### config.mk
export PLATFORM = sky130hd
export DESIGN_NAME = down_counter_tc
export DESIGN_NICKNAME = d
export VERILOG_FILES = /design/src/rtl/down_counter_tc_pkg.sv /design/src/rtl/down_counter_tc.sv
export SDC_FILE = /design/constraint.sdc
export NUM_CORES = 1
export LEC_CHECK = 0
export CAP_MARGIN = 20
export CORE_MARGIN = 4
export CORE_UTILIZATION = 32
export CTS_CLUSTER_DIAMETER = 30
export DETAILED_ROUTE_END_ITERATION = 10
export PLACE_DENSITY_LB_ADDON = 0.25
export SETUP_SLACK_MARGIN = 0.2
export SLEW_MARGIN = 10
export SYNTH_ARGS = -nofsm -noshare
export SYNTH_HDL_FRONTEND = slang
export SYNTH_SLANG_ARGS = --single-unit
### constraint.sdc
create_clock -name clk -period 1.5 [get_ports clk]
set_clock_uncertainty 0.1 [all_clocks]
set_input_delay 0.3 -clock clk [delete_from_list [all_inputs] [get_ports clk]]
set_output_delay 0.3 -clock clk [all_outputs]
set_load 0.05 [all_outputs]
### src/rtl/down_counter_tc_pkg.sv
// Shared types and defaults for the terminal-count down counter.
package down_counter_tc_pkg;
  localparam int WIDTH_DEF = 4;

  typedef enum logic {
    IDLE = 1'b0,
    RUN  = 1'b1
  } state_e;
endpackage

### src/rtl/down_counter_tc.sv
// Loadable down counter with one-shot or auto-reload modes and a registered terminal-count pulse.
module down_counter_tc
  import down_counter_tc_pkg::*;
#(
  parameter int WIDTH = WIDTH_DEF
) (
  input  logic             clk,
  input  logic             rst_n,
  input  logic             load,
  input  logic [WIDTH-1:0] load_val,
  input  logic             en,
  input  logic             reload,
  output logic [WIDTH-1:0] count,
  output logic             lower,
  output logic             tc,
  output logic             busy
);
  localparam logic [WIDTH-1:0] ONE  = WIDTH'(1);
  localparam logic [WIDTH-1:0] ZERO = '0;

  state_e           state_q, state_d;
  logic [WIDTH-1:0] count_q, count_d;
  logic [WIDTH-1:0] shadow_q, shadow_d;
  logic             tc_q, tc_d;

  always_comb begin
    state_d  = state_q;
    count_d  = count_q;
    shadow_d = shadow_q;
    tc_d     = 1'b0;
    if (load) begin
      count_d  = load_val;
      shadow_d = load_val;
      state_d  = (load_val != ZERO) ? RUN : IDLE;
    end else if (state_q == RUN && en) begin
      if (count_q == ONE) begin
        tc_d = 1'b1;
        // reload only matters here; in auto-reload mode 0 is never shown
        if (reload) begin
          count_d = shadow_q;
        end else begin
          count_d = ZERO;
          state_d = IDLE;
        end
      end else begin
        count_d = count_q - ONE;
      end
    end
  end

  always_ff @(posedge clk or negedge rst_n) begin
    if (!rst_n) begin
      state_q  <= IDLE;
      count_q  <= '0;
      shadow_q <= '0;
      tc_q     <= 1'b0;
    end else begin
      state_q  <= state_d;
      count_q  <= count_d;
      shadow_q <= shadow_d;
      tc_q     <= tc_d;
    end
  end

  assign count = count_q;
  assign lower = ~count_q[WIDTH-1];
  assign tc    = tc_q;
  assign busy  = (state_q == RUN);
endmodule

==> results of run 1 <==
[through the flow]
| step | instance area, sq um | worst slack [ns] | cells | hold WS, ns | utilization [%] |
|---|---|---|---|---|---|
| 2_1_floorplan | 637 | -0.170 | 58 | -0.0956 | - |
| 3_3_place_gp | 981 | -0.0982 | 110 | 0.391 | 56.2 |
| 3_5_place_dp | 981 | -0.178 | 110 | 0.396 | 56.2 |
| 4_1_cts | 1080 | -0.0717 | 120 | 0.262 | 61.9 |
| 5_1_grt | 1090 | -0.104 | 120 | 0.282 | 62.4 |
| 6_report | 1090 | -0.0504 | 120 | 0.251 | 62.4 |
[layout by cell type, fill, tap and decap left out, types with 2 or more instances in the layout]
cell and instances:
a21oi_1 3, buf_12 7, buf_4 17, buf_6 4, clkbuf_4 3, clkdlybuf4s50_1 7
dfrtp_1 5, dfrtp_2 5, inv_1 4, mux2_2 3, nand2_1 3, nand2b_1 2
nor2_1 2, nor3_1 3
[layout make-up]
class	instances	area (sq um)
multi-input cells	39	353
inverters	6	26.3
well taps	25	31.3
clock buffers	4	26.3
flip-flops and latches	10	256
repair buffers	36	395
fillers	152	657
[worst max-delay path: cells and delay by family (launching register included)]
| family | cells | cell delay, ns |
|---|---|---|
| flip-flops | 1 | 0.40 |
| multiplexers | 1 | 0.32 |
| AO/OA/AOI/OAI | 1 | 0.17 |
| buffers and inverters | 1 | 0.07 |
| AND/OR/NAND/NOR | 1 | 0.24 |
| adder cells (fa/ha/maj) | 1 | 0.15 |
[per-layer routing]
layer | wire (um) | share of wire (%) | GRT usage [%] | vias to the layer above
li1 | - | - | - | 293
met1 | 640 | 41 | 13.9 | 288
met2 | 853 | 55 | 26.6 | 13
met3 | 51 | 3.3 | 2.62 | 2
met4 | 14 | 0.90 | 6.55 | 0
met5 | 0 | 0 | 0 | -
[worst min-delay path by stage]
stage | slack, ns | from | to | cells after the start
finish | 0.25 | rst_n | shadow_q[0]$_DFFE_PN0P_ | 1
global placement | 0.39 | shadow_q[1]$_DFFE_PN0P_ | shadow_q[1]$_DFFE_PN0P_ | 1
global route | 0.28 | rst_n | tc$_DFF_PN0_ | 1
CTS | 0.26 | rst_n | shadow_q[0]$_DFFE_PN0P_ | 1
detailed placement | 0.40 | shadow_q[1]$_DFFE_PN0P_ | shadow_q[1]$_DFFE_PN0P_ | 1
floorplan | -0.1 | rst_n | busy$_DFFE_PN0P_ | 0
[power groups by stage]
stage	sequential [mW]	clock, mW	combinational, mW
2_1_floorplan	0.391	0	0.145
3_3_place_gp	0.337	0	0.397
6_report	0.333	0.197	0.450
3_5_place_dp	0.339	0	0.401
4_1_cts	0.333	0.205	0.449
5_1_grt	0.338	0.224	0.477
[cells by family after synthesis]
kind of cell | count (synthesis) | synth area share (%)
flops | 10 | 41.8
buf+inv | 9 | 7.11
simple gates | 16 | 16.3
mux | 5 | 9.20
compound gates | 16 | 21.3
fa+ha+maj | 2 | 4.18
[what timing repair did]
item / in CTS / in global routing
hold buffers: 0 / 0
pin swaps: 3 / 0
setup endpoints to repair: 12 / 14
gates resized for setup: 8 / 3
buffers inserted: 6 / 0
[registers in the layout, summed over array words and instances (netlist names)]
name / count
tc: 1
shadow_q: 4
busy: 1
count: 4
==> metrics.yaml, run 1 <==
status: "finished with violations"
violations: "setup timing"
crit_end: "count[1]$_DFFE_PN0P_"
ir_worst_vdd_mv: 0.490
grt_pass1_wl_um: 2670
place_congestion: 0.748
r2r_end: "count[1]$_DFFE_PN0P_"
n_antenna_cell: 0
final_nets: 107
crit_chain: "inv_2, ha_4, nor3b_4, mux2_4, o31ai_2"
start_kind: "register"
core_area_sq_um: 1750
cts.sinks: 10
syn_avg_cell_area_sq_um: 10.3
setup_viol: 3
cts_tree: "yes"
leakagePower_nw: 0.484
dieArea_sq_um: 2620
p_clk_share_pct: 20.1
synth_edf_count: 0
die_w_um: 51.2
num_io_pins: 16
drv_cap: 0
synth_ff_type: "dfrtp_1"
tns_ns: -0.0886
rsz0062_at_grt: "yes"
worst_pin_slew_ns: 0.461
rows: 15
cts_made_buffers: 3
cp_slowest_cell: "dfrtp_2"
dr.pass1.iters: 4
fp.dieH_um: 51.2
drive_gt1_share_pct: 54.7
ys_ff_latch: 10
fmax_mhz: 645
period_needed_ns: 1.55
dp_hpwl_um: 1190
syn_to_final_growth_pct: 82.0
syn_inst: 58
finalWorstSetupSlack_ns: -0.0504
synth.most_common_cell: "dfrtp_1"
drtIter0Drc: 5
synthTopCellsByArea: "dfrtp_1, mux2_2, ha_1"
hold_class: "in2async"
cts_buffer_depth: 2
grt_max_degree: 11
yosys_warnings: 0
crit_fanout: 5
num_vias: 596
r2r_cells: 5
grt_use_total_pct: 13.8
syn-num-nets: 69
intPower_mw: 0.653
synth_cell_type_count: 30
synth_top_cell_by_area: "dfrtp_1"
total_power_mw: 0.980
syn_area_sq_um: 598
ys_async_sr_fraction_pct: 100
worstPathArrival_ns: 1.62
seq_power_share_pct: 34.0
wire_per_inst_um: 13.0
slew-limit-headroom_pct: 69.2
critical_path_class: "reg2reg"
antenna_found_initial: 0
ys_seq_area_share_pct: 41.8
ctsHtreeMaxLevel: 1
ctsRootBufferMaster: "clkbuf_4"
reg2reg_slack_ns: -0.05
yosysTopAreaCellShare_pct: 41.8
port_buffers: 15
grt.overflow.total: 0
cp_slowest_stage_delay_ns: 0.40
switching_share_pct: 33.4
clock_latency_ns: 0.26
synth_common_cells: "dfrtp_1, inv_1, mux2_2"
drc: 0
crit_required_ns: 1.57
powerDensity_nw_per_um2: 900
path_clk_slew_ns: 0.07
startpoint: "count[1]$_DFFE_PN0P_"
switchingPower_mw: 0.327
wl_um: 1560
vias_per_cell: 4.97
first_global_vias: 618
ant_nets: 0
cp-end-kind: "register"
reg2reg_from: "count[1]$_DFFE_PN0P_"
hold_viol_final: 0
start_util_pct: 34.3
post-route-period-util_pct: 103
drv_slew: 0
p_comb_share_pct: 45.9
Note: power is estimated with default switching activity, not from simulation.
==> inputs of run 2 (changes only) <==
- PLACE_DENSITY_LB_ADDON: 0.25 -> unset
==> metrics.yaml, run 2 (same netlist as run 1, synthesis figures left out) <==
start_util_pct: 34.3  # unchanged
switchingPower_mw: 0.361  # +10%
detailedPlace.worstSlack_ns: -0.158  # +0.0203 ns
cts_tree: "yes"
critical_path_class: "reg2out"
grt_use_total_pct: 15.1  # +1.4 points
drv_cap: 0  # unchanged
layout_commonest_cell: "buf_4"
finalWorstSetupSlack_ns: -0.107  # -0.0563 ns
drv_slew: 0  # unchanged
place_congestion: 0.735  # -1.7%
wl_um: 1830  # +17%
worst_pin_slew_ns: 0.494  # +0.0332 ns
status: "finished with violations"
violations: "setup timing"
vias_per_cell: 5.05  # +1.6%
hold_class: "in2async"
p_comb_share_pct: 49.6  # +3.7 points
fp.dieH_um: 51.2  # unchanged
crit_fanout: 3  # -2
path_clk_slew_ns: 0.07  # about the same
ctsHtreeMaxLevel: 1  # unchanged
grt.overflow.total: 0  # unchanged
cts.sinks: 10  # unchanged
final_cell_mix: "buf_4, clkdlybuf4s50_1, buf_12"
drtIter0Drc: 20  # +15
final_nets: 112  # +4.7%
rows: 15  # unchanged
powerDensity_nw_per_um2: 882  # -2.1%
ant_nets: 0  # unchanged
clock_latency_ns: 0.26  # about the same
wire_per_inst_um: 14.8  # +14%
fmax_mhz: 622  # -3.5%
dp_hpwl_um: 1180  # -1.1%
start_kind: "register"
seq_power_share_pct: 32.7  # -1.3 points
period_needed_ns: 1.61  # +0.0563 ns
worstPathArrival_ns: 1.21  # -0.41 ns
hold_viol_final: 0  # unchanged
p_clk_share_pct: 17.7  # -2.4 points
dr.pass1.iters: 4  # unchanged
setup_viol: 5  # +2
syn_to_final_growth_pct: 97.3
post-route-period-util_pct: 107  # +3.8 points
ir_worst_vdd_mv: 0.512  # +4.5%
n_antenna_cell: 0  # unchanged
drc: 0  # unchanged
num_io_pins: 16  # unchanged
core_area_sq_um: 1750  # unchanged
place_area_sq_um: 973  # -0.77%
intPower_mw: 0.679  # +4.0%
postCtsHoldBufs: 0  # unchanged
cp-end-kind: "primary output"
drive_gt1_share_pct: 63.6  # +8.9 points
crit_required_ns: 1.10  # -0.47 ns
leakagePower_nw: 0.507  # +4.9%
dieArea_sq_um: 2620  # unchanged
num_vias: 626  # +5.0%
slew-limit-headroom_pct: 66.9  # -2.2 points
first_global_vias: 613  # -0.81%
rsz0062_at_grt: "yes"
cts_buffer_depth: 2  # unchanged
fill_cells: 124  # -18%
ctsRootBufferMaster: "clkbuf_4"
tns_ns: -0.344  # -0.255 ns
antenna_found_initial: 0  # unchanged
grt_pass1_wl_um: 2860  # +7.0%
die_w_um: 51.2  # unchanged
grt_max_degree: 11  # unchanged
port_buffers: 15  # unchanged
cts_made_buffers: 3  # unchanged
switching_share_pct: 34.7  # +1.3 points
finish.instance_area_sq_um: 1180  # +8.4%
-- run 2: changes by cell type in the layout (fill, tap and decap cells not counted), sizes merged --
| cell | previous run | this run |
|---|---|---|
| clkdlybuf4s50 | 7 | 8 |
| clkbuf | 4 | 3 |
| dlymetal6s2s | 1 | 0 |
| buf | 28 | 33 |
-- run 2: power groups by stage --
stage / Combinational, mW / Clock [mW] / Sequential [mW]
after floorplan: 0.145 / 0 / 0.391
after global placement: 0.388 / 0 / 0.340
after detailed placement: 0.393 / 0 / 0.341
after CTS: 0.463 / 0.191 / 0.336
after global routing: 0.544 / 0.204 / 0.345
final: 0.516 / 0.184 / 0.340
-- run 2: path summary, 6_finish.rpt --
path / from / end / slack [ns] / depth (start not counted)
min in group clk: shadow_q[1]$_DFFE_PN0P_ / shadow_q[1]$_DFFE_PN0P_ / 0.41 / 1
worst max register to register: count[1]$_DFFE_PN0P_ / count[1]$_DFFE_PN0P_ / -0.09 / 7
max in group asynchronous: rst_n / count[2]$_DFFE_PN0P_ / 0.67 / 1
worst min register to register: shadow_q[1]$_DFFE_PN0P_ / shadow_q[1]$_DFFE_PN0P_ / 0.41 / 1
worst min-delay path: rst_n / tc$_DFF_PN0_ / 0.27 / 1
worst max-delay path: count[1]$_DFFE_PN0P_ / count[1] / -0.11 / 4
-- run 2: area by class of cell --
class                   count  area [sq um]  area share (%)
repair buffers             41           438            37.1
flip-flops and latches     10           256            21.7
inverters                   6          26.3            2.23
multi-input cells          39           405            34.4
well taps                  25          31.3            2.65
clock buffers               3          22.5            1.91
-- run 2: worst max-delay path, cell delays in order, from the launching register on --
cell and delay [ns]:
dfrtp_2 0.42, buf_4 0.13, buf_4 0.13, buf_6 0.12, buf_12 0.14
-- run 2: what timing repair did --
item                                    4_1_cts  5_1_grt
endpoints found under the setup margin       11       15
setup buffers                                 7        5
resized for setup                            14        8
pin swaps                                     4        2
gates cloned                                  0        0
-- run 2: metrics by stage --
stage / hold slack, ns / utilization (%) / cells / power (mW)
after floorplan: -0.0956 / - / 58 / 0.536
after global placement: 0.394 / 55.8 / 109 / 0.729
after detailed placement: 0.397 / 55.8 / 109 / 0.734
after CTS: 0.267 / 63.3 / 119 / 0.990
after global routing: 0.288 / 67.6 / 124 / 1.09
final: 0.269 / 67.6 / 124 / 1.04
-- run 2: metal layers --
metal	track usage [%]	routed length (um)	up-vias
li1	-	-	299
met1	18.9	803	300
met2	22.7	887	23
met3	2.04	87	4
met4	13.1	54	0
met5	0	0	-
==> inputs of run 3 (changes only) <==
- ABC_CLOCK_PERIOD_IN_PS: unset -> 1500
==> results of run 3 <==
Same layout as run 2: the final DEF is identical, and so are final timing and power.
